==> src/rtl/serial_link_peer_pkg.sv <==
// Shared definitions for the serial link peer: TX FSM states, UART line level, frame sizes.
// Optional build macro SERIAL_PARITY_EN (used by serial_link_peer) adds an even-parity bit.
package serial_link_peer_pkg;

    typedef enum logic [2:0] {
        ST_IDLE   = 3'd0,
        ST_START  = 3'd1,
        ST_DATA   = 3'd2,
        ST_PARITY = 3'd3,
        ST_STOP   = 3'd4
    } tx_state_t;

    localparam logic UART_IDLE_LVL = 1'b1;
    localparam int   DATA_BITS     = 8;

    function automatic logic even_parity(input logic [DATA_BITS-1:0] b);
        return ^b;
    endfunction

endpackage

==> src/rtl/serial_link_peer_byte_fifo.sv <==
// First-word-fall-through byte FIFO with extra-MSB pointers; used for both link directions.
module byte_fifo #(
    parameter int DEPTH_LOG2 = 4
) (
    input  logic       clock,
    input  logic       reset,
    input  logic       push,
    input  logic       pop,
    input  logic [7:0] din,
    output logic [7:0] dout,
    output logic       full,
    output logic       empty
);

    localparam int DEPTH = 1 << DEPTH_LOG2;

    logic [7:0]          mem [DEPTH];
    logic [DEPTH_LOG2:0] wr_ptr;
    logic [DEPTH_LOG2:0] rd_ptr;
    logic                do_push;
    logic                do_pop;

    assign empty = (wr_ptr == rd_ptr);
    assign full  = (wr_ptr[DEPTH_LOG2] != rd_ptr[DEPTH_LOG2]) &&
                   (wr_ptr[DEPTH_LOG2-1:0] == rd_ptr[DEPTH_LOG2-1:0]);

    // A pop on a full FIFO frees the slot the same-cycle push lands in.
    assign do_pop  = pop & ~empty;
    assign do_push = push & (~full | do_pop);

    assign dout = empty ? 8'h00 : mem[rd_ptr[DEPTH_LOG2-1:0]];

    always_ff @(posedge clock) begin
        if (do_push)
            mem[wr_ptr[DEPTH_LOG2-1:0]] <= din;
    end

    always_ff @(posedge clock or posedge reset) begin
        if (reset) begin
            wr_ptr <= '0;
            rd_ptr <= '0;
        end else begin
            if (do_push)
                wr_ptr <= wr_ptr + 1'b1;
            if (do_pop)
                rd_ptr <= rd_ptr + 1'b1;
        end
    end

endmodule

==> src/rtl/serial_link_peer.sv <==
// Far end of the processor byte-serial port: outbound FIFO + UART transmitter, inbound host FIFO.
// Define SERIAL_PARITY_EN for an even-parity bit between data and stop (8E1 instead of 8N1).
module serial_link_peer
    import serial_link_peer_pkg::*;
#(
    parameter int DEPTH_LOG2 = 4,
    parameter int BAUD_DIV   = 868
) (
    input  logic       clock,
    input  logic       reset,
    input  logic       proc_wren_in,
    input  logic [7:0] proc_data_in,
    output logic       proc_ready_out,
    input  logic       proc_rden_in,
    output logic [7:0] proc_data_out,
    output logic       proc_valid_out,
    input  logic [7:0] host_data_in,
    input  logic       host_valid_in,
    output logic       host_ready_out,
    output logic       tx_out,
    output logic       tx_busy_out,
    output logic       overflow_out
);

    localparam int             CW        = (BAUD_DIV > 1) ? $clog2(BAUD_DIV) : 1;
    localparam logic [CW-1:0]  BAUD_LAST = CW'(BAUD_DIV - 1);
    localparam logic [2:0]     LAST_BIT  = 3'(DATA_BITS - 1);

    logic       out_full;
    logic       out_empty;
    logic [7:0] out_head;
    logic       in_full;
    logic       in_empty;
    logic       tx_pop;

    tx_state_t  state;
    logic [CW-1:0] baud;
    logic [2:0] bit_idx;
    logic [7:0] shift;
`ifdef SERIAL_PARITY_EN
    logic       parity;
`endif

    byte_fifo #(.DEPTH_LOG2(DEPTH_LOG2)) u_out_fifo (
        .clock (clock),
        .reset (reset),
        .push  (proc_wren_in),
        .pop   (tx_pop),
        .din   (proc_data_in),
        .dout  (out_head),
        .full  (out_full),
        .empty (out_empty)
    );

    // Host bytes offered while full are taken only if the processor pops in the same cycle.
    byte_fifo #(.DEPTH_LOG2(DEPTH_LOG2)) u_in_fifo (
        .clock (clock),
        .reset (reset),
        .push  (host_valid_in & (host_ready_out | proc_rden_in)),
        .pop   (proc_rden_in),
        .din   (host_data_in),
        .dout  (proc_data_out),
        .full  (in_full),
        .empty (in_empty)
    );

    assign proc_ready_out = ~out_full;
    assign proc_valid_out = ~in_empty;
    assign host_ready_out = ~in_full;

    // Frames are fetched from IDLE or straight out of the last STOP clock for back-to-back sending.
    assign tx_pop = ~out_empty &
                    ((state == ST_IDLE) || ((state == ST_STOP) && (baud == '0)));

    always_ff @(posedge clock or posedge reset) begin
        if (reset) begin
            state       <= ST_IDLE;
            baud        <= '0;
            bit_idx     <= '0;
            shift       <= '0;
`ifdef SERIAL_PARITY_EN
            parity      <= 1'b0;
`endif
            tx_out      <= UART_IDLE_LVL;
            tx_busy_out <= 1'b0;
        end else begin
            case (state)
                ST_IDLE, ST_STOP: begin
                    if (state == ST_STOP && baud != '0) begin
                        baud <= baud - 1'b1;
                    end else if (tx_pop) begin
                        shift       <= out_head;
`ifdef SERIAL_PARITY_EN
                        parity      <= even_parity(out_head);
`endif
                        baud        <= BAUD_LAST;
                        state       <= ST_START;
                        tx_out      <= ~UART_IDLE_LVL;
                        tx_busy_out <= 1'b1;
                    end else begin
                        state       <= ST_IDLE;
                        tx_out      <= UART_IDLE_LVL;
                        tx_busy_out <= 1'b0;
                    end
                end
                ST_START: begin
                    if (baud == '0) begin
                        tx_out  <= shift[0];
                        shift   <= shift >> 1;
                        bit_idx <= '0;
                        baud    <= BAUD_LAST;
                        state   <= ST_DATA;
                    end else begin
                        baud <= baud - 1'b1;
                    end
                end
                ST_DATA: begin
                    if (baud == '0) begin
                        baud <= BAUD_LAST;
                        if (bit_idx == LAST_BIT) begin
`ifdef SERIAL_PARITY_EN
                            state  <= ST_PARITY;
                            tx_out <= parity;
`else
                            state  <= ST_STOP;
                            tx_out <= UART_IDLE_LVL;
`endif
                        end else begin
                            tx_out  <= shift[0];
                            shift   <= shift >> 1;
                            bit_idx <= bit_idx + 1'b1;
                        end
                    end else begin
                        baud <= baud - 1'b1;
                    end
                end
`ifdef SERIAL_PARITY_EN
                ST_PARITY: begin
                    if (baud == '0) begin
                        baud   <= BAUD_LAST;
                        state  <= ST_STOP;
                        tx_out <= UART_IDLE_LVL;
                    end else begin
                        baud <= baud - 1'b1;
                    end
                end
`endif
                default: begin
                    state       <= ST_IDLE;
                    tx_out      <= UART_IDLE_LVL;
                    tx_busy_out <= 1'b0;
                end
            endcase
        end
    end

    always_ff @(posedge clock or posedge reset) begin
        if (reset)
            overflow_out <= 1'b0;
        else if (proc_wren_in & out_full & ~tx_pop)
            overflow_out <= 1'b1;
    end

endmodule
==> config.mk <==
export PLATFORM = sky130hd
export DESIGN_NAME = serial_link_peer
export DESIGN_NICKNAME = d
export VERILOG_FILES = /design/src/rtl/serial_link_peer_pkg.sv /design/src/rtl/serial_link_peer_byte_fifo.sv /design/src/rtl/serial_link_peer.sv
export SDC_FILE = /design/constraint.sdc
export NUM_CORES = 1
export LEC_CHECK = 0
export ABC_AREA = 1
export BUFFER_PORTS_ARGS = -buffer_cell sky130_fd_sc_hd__buf_2
export CORE_MARGIN = 8
export CORE_UTILIZATION = 62
export CTS_BUF_LIST = sky130_fd_sc_hd__clkbuf_4 sky130_fd_sc_hd__clkbuf_8 sky130_fd_sc_hd__clkbuf_16
export DETAILED_ROUTE_END_ITERATION = 8
export PLACE_DENSITY = 0.79
export SLEW_MARGIN = 20
export SYNTH_ARGS = -nofsm -noshare
export SYNTH_HDL_FRONTEND = slang
export SYNTH_SLANG_ARGS = --single-unit
==> constraint.sdc <==
create_clock -name clock -period 3.67 [get_ports clock]
set_clock_uncertainty 0.1 [all_clocks]
set_input_delay 0.367 -clock clock [delete_from_list [all_inputs] [get_ports clock]]
set_output_delay 0.367 -clock clock [all_outputs]
set_load 0.1 [all_outputs]
# After elaboration in Yosys (flattened, before gate mapping)
# Memory sizes are Yosys's and may differ from the RTL's.
# Index checks and enable logic that the tools add are counted.
[word_totals] inputBits=21 memories=2 regBits=47 ram_bits=256 out_inout_bits=14
[classes] n_mux=35 reduce_logical=19 n_addsub=6 eq_ne=17 bitwise_logic=17
[memory_table] memory="u_in_fifo.mem" words=16 word_bits=8 rd=1 rd_ports_with_merged_regs=0 wr=1 line_no="serial_link_peer_byte_fifo.sv:17" text="logic [7:0] mem [DEPTH];"
[memory_table] memory="u_out_fifo.mem" words=16 word_bits=8 rd=1 rd_ports_with_merged_regs=0 wr=1 line_no="serial_link_peer_byte_fifo.sv:17"
[op_table] op="two-way mux 8 bit" n=7
[op_table] op="two-way mux 10 bit" n=3
[op_table] op="one-hot mux 8 bit (3 select lines)" n=1
[op_table] op="two-way mux 3 bit" n=7
[op_table] op="adder 5 x 1 -> 5 bit, second input constant" n=4
[op_table] op="one-hot mux 10 bit (2 select lines)" n=1
[op_table] op="two-way mux 1 bit" n=12
[op_table] op="inequality test 2 bit, second input constant" n=6
[op_table] op="== test 5 bit" n=2
[op_table] op="logical NOT 10 bit" n=1
[op_table] op="nonzero test 10 bit" n=1
[op_table] op="subtractor 10 x 1 -> 10 bit, second input constant" n=1
[op_table] op="one-hot mux 3 bit (3 select lines)" n=1
[op_table] op="AND 1 bit" n=8
[op_table] op="== test 4 bit" n=2
[op_table] op="AND reduction 4 bit" n=2
[op_table] op="== test 3 bit, second input constant" n=2
[op_table] op="NOT 1 bit" n=6
[op_table] op="one-hot mux 3 bit (2 select lines)" n=1
[op_table] op="AND reduction 6 bit" n=1
[op_table] op="logical AND 1 bit" n=4
[op_table] op="AND reduction 2 bit" n=2
[op_table] op="nonzero test 2 bit" n=2
[op_table] op="OR reduction 2 bit" n=2
[op_table] op="other kinds (12)" n=15

# Depth between registers and ports, before layout
[logic_depth] word_depth=9 mapped_depth=14 depth_no_buf=12

# Hierarchy
# From an unflattened synthesis, not the netlist that was laid out.
[hier_totals] hier_cells=1532 area_unflattened_um2=14231.1
[by_module_without_submodules] module="byte_fifo at u_in_fifo" cells_each=657 instances=1 area_per_inst_um2=6299.8 seq_area_each_um2=4093.9
[by_module_without_submodules] module="byte_fifo at u_out_fifo" cells_each=657 instances=1 area_per_inst_um2=6298.5 seq_area_each_um2=4093.9
[by_module_without_submodules] module="serial_link_peer" cells_each=218 instances=1 area_per_inst_um2=1632.8 seq_area_each_um2=676.9

# Worst setup path after synthesis
# Ideal clock, no wire load.
[synth_timing] path_kind="reg2out" start="reg u_in_fifo.wr_ptr[2]" end="out proc_data_out[2]" setup_slack_ns=-0.116 arrival_time_ns=3.319 n_path_buf=1 stages_incl_launch_ff=9 cell_sequence="dfrtp_1 buf_2 xor2_1 nor2_1 nand2_1 inv_1 nand2_1 inv_1 a31oi_1"
[synth_via] elab_chain_len=2
[synth_lines] element="start: declaration" line_no="serial_link_peer_byte_fifo.sv:18" text="logic [DEPTH_LOG2:0] wr_ptr;"
[synth_lines] element="start signal: assignment" line_no="serial_link_peer_byte_fifo.sv:44" text="wr_ptr <= wr_ptr + 1'b1;"
[synth_lines] element="== test 5 bit" line_no="serial_link_peer_byte_fifo.sv:23" text="assign empty = (wr_ptr == rd_ptr);"
[synth_lines] element="two-way mux 8 bit" line_no="serial_link_peer_byte_fifo.sv:31" text="assign dout = empty ? 8'h00 : mem[rd_ptr[DEPTH_LOG2-1:0]];"
[synth_lines] element="end: declaration" line_no="serial_link_peer.sv:15" text="output logic [7:0] proc_data_out,"
# No other way between the ends.

# Worst setup path after layout
[layout_timing] start="reg u_in_fifo.rd_ptr[0]" end="out proc_data_out[5]"
[layout_via] elab_chain_len=2 elab_cells_between_ends=3
[layout_lines] element="start: declaration" line_no="serial_link_peer_byte_fifo.sv:19" text="logic [DEPTH_LOG2:0] rd_ptr;"
[layout_lines] element="start signal: assignment" line_no="serial_link_peer_byte_fifo.sv:46" text="rd_ptr <= rd_ptr + 1'b1;"
[layout_lines] element="memory (16 x 8 bit) / == test 5 bit (equally long branches)"
[layout_lines] element="two-way mux 8 bit (*)" line_no="serial_link_peer_byte_fifo.sv:31"
# Every way passes the cells marked *; elsewhere a longest branch is shown, timed or not.

==> run metrics <==
floorplan core area=0.02155 sq mm; n_diodes=0; Clock Sinks=303; Critical Path Start Type=register; slew at the pin closest to its max-slew limit=952.5 ps; Cell Area, Synth=0.01344 sq mm; EDFF count, synth=256; pin count of the biggest net entering global routing=57; CP Launch Point=u_in_fifo.rd_ptr[0]$_DFFE_PP0P_; nets@finish=1380; setup ws final=259.5 ps; CP required=3200 ps; Min-Delay Path Class=input pin to register; initial antenna violation count=0; vias in the first global route=8801; via density per instance=5.657; RePlAce Congestion=0.8811; Initial Util=62.34%; worst-skew pair later-pin latency=550 ps; most area-consuming cells after synthesis=edfxtp_1 57%, nand2_1 9.2%, dfrtp_1 8.6%; max_cap viols=0; hpwl dp=18.34 mm; P_leak=6.194 nW; root buf cell=clkbuf_16; area delta synth->final=12.29%; GRT Total Usage=22.43%; Slew Limit Fails=0; Worst Setup EP=proc_data_out[5]; DRT iter0 DRCs=988; prevailing post-synth register cell=edfxtp_1; Worst R2R Setup Slack=770 ps; TritonCTS clock tree=done; maximum buffer depth of the clock tree=3; Final setup viols=0; distinct cell type count after synthesis=36; Die X=163.2 um; Row Count=54; Yosys warnings=0; Worst-path clk slew=60 ps; fraction of registers with async set/reset=15.51%; most common cell after layout, fill and taps aside=nand2_1; H-Tree Level Count=1; pre-CTS setup slack=825.3 ps; crit path max fanout=32; Port Buffers=34; status=finished clean; GRT Residual Overflow=0; Finished Layout Cells=1648; post-synth top area share=57.22%; Post-CTS Setup Bufs=0; crit path capture type=output pin; Seq/Total Area, Yosys=65.98%; Routed Antenna Nets=0; Die Height=163.2 um; # fillers=1483; slew margin rel.=36.50%; Tmin final=3410 ps; I/O pin cnt=35; RR Startpoint=u_in_fifo.rd_ptr[1]$_DFFE_PP0P_; RR Endpoint=u_in_fifo.mem[0][3]$_DFFE_PP_; Worst IR Drop VDD=0.7486 mV; routed vias=9322; first drt pass iteration count=7; drc violations=0; PD cells=884.3 mW/mm^2; dominant cell type by area after synthesis=edfxtp_1; wire length per cell=18.02 um; WHS=56.13 ps; Synth Area per Inst=10.29 sq um; endpoints failing hold=0; DP Cell Count=1592; CTS buffer count=31; drt total wl=29.70 mm; post-synthesis cell count=1306; Seq cells post-synth=303; Power, Total=0.01334 W; most frequent cells in the layout=331 x nand2_1, 256 x edfxtp_1, 150 x inv_1, 143 x nor2_1, 110 x o21ai_0; unrepaired setup endpoints after global routing=false; critical path data arrival time=2940 ps; Mapped Nets=1340; Worst Setup Path Type=register to output pin; worst-case reg-to-reg path depth=7; first-pass GRT wire length=47.04 mm; Tcrit/Tclk final=92.93%; worst hold path depth=3; Fmax achieved=293.2 MHz; share of cells above drive strength 1=10.16%; die area=0.02664 sq mm
## flip-flops by register name, summed over array words and instances, names as in the netlist
name               count
tx_busy_out            1
u_out_fifo.rd_ptr      5
u_in_fifo.mem        128
tx_out                 1
u_in_fifo.rd_ptr       5
shift                  8
u_out_fifo.mem       128
u_out_fifo.wr_ptr      5
bit_idx                3
baud                  10
overflow_out           1
u_in_fifo.wr_ptr       5
state                  3
## final cells by class
type	instances	area, sq um	share of cell area, %
clock buffer	34	798.3	5.291
timing repair buffer	60	500.5	3.317
sequential	303	8869	58.78
inverter	159	598.1	3.964
multi-input combinational	791	3712	24.61
clock inverter	21	259.0	1.717
tap	280	350.3	2.322
## critical path, cell delays in order, from the launching register on
cell and delay (ps):
dfrtp_2 590, inv_1 490, buf_12 250, nor2_1 70, o21ai_0 220, nand2_1 90
nand2_1 90, inv_1 60, a21oi_1 290, buf_12 220
## cells in the mapped netlist (4+ instances only)
cell and count:
nand2_4 4, nor3_1 16, inv_2 5, nand3_1 91, nand2_1 331, buf_6 4
buf_1 4, o211ai_1 20, ha_1 13, nand3_2 4, buf_2 23, inv_1 152
xor2_1 17, xnor2_1 8, o21ai_1 4, clkbuf_1 21, o21ai_0 110, edfxtp_1 256
dfrtp_1 46, nor2_1 143, a21oi_1 8
## layer usage
metal / part of all wire (%) / track usage (%) / vias up
met3: 7.7 / 3.402 / 81
met5: 0 / 0 / -
met4: 3.6 / 9.008 / 0
met1: 39 / 28.05 / 4371
li1: - / - / 4402
met2: 49 / 38.60 / 468
## power breakdown
group,internal (W),switching (W)
combinational,0.00163,0.00387
clock,0.00198,0.00127
sequential,0.00422,0.000369
## repair_timing
item / 4_1_cts / 5_1_grt
hold endpoints to repair: 46 / 0
gates resized for setup: 0 / 0
hold buffers: 1 / 0
## cell families after synthesis
kind of cell	share of synthesized area [%]
compound gates	6.370
flops	65.98
buf+inv	6.389
fa+ha+maj	1.211
simple gates	18.42
xor+xnor	1.630
## how the worst min path moves through the flow
stage	startpoint	to	slack, ps
floorplan	shift[0]$_DFFE_PP0P_	shift[0]$_DFFE_PP0P_	340
global placement	overflow_out$_DFFE_PP0P_	overflow_out$_DFFE_PP0P_	360
detailed placement	overflow_out$_DFFE_PP0P_	overflow_out$_DFFE_PP0P_	360
CTS	proc_wren_in	u_out_fifo.wr_ptr[3]$_DFFE_PP0P_	40
global route	proc_wren_in	u_out_fifo.wr_ptr[0]$_DFFE_PP0P_	80
finish	proc_wren_in	u_out_fifo.wr_ptr[3]$_DFFE_PP0P_	60
## per-stage QoR
stage                     instance area, sq um  TNS [ps]  utilization (%)
after CTS                                15090         0            69.99
after global placement                   14020         0            65.04
after floorplan                          13440    -505.7                -
final                                    15090         0            70.00
after detailed placement                 14020         0            65.04
after global routing                     15090         0            70.00
Note: power is estimated with default switching activity, not from simulation.
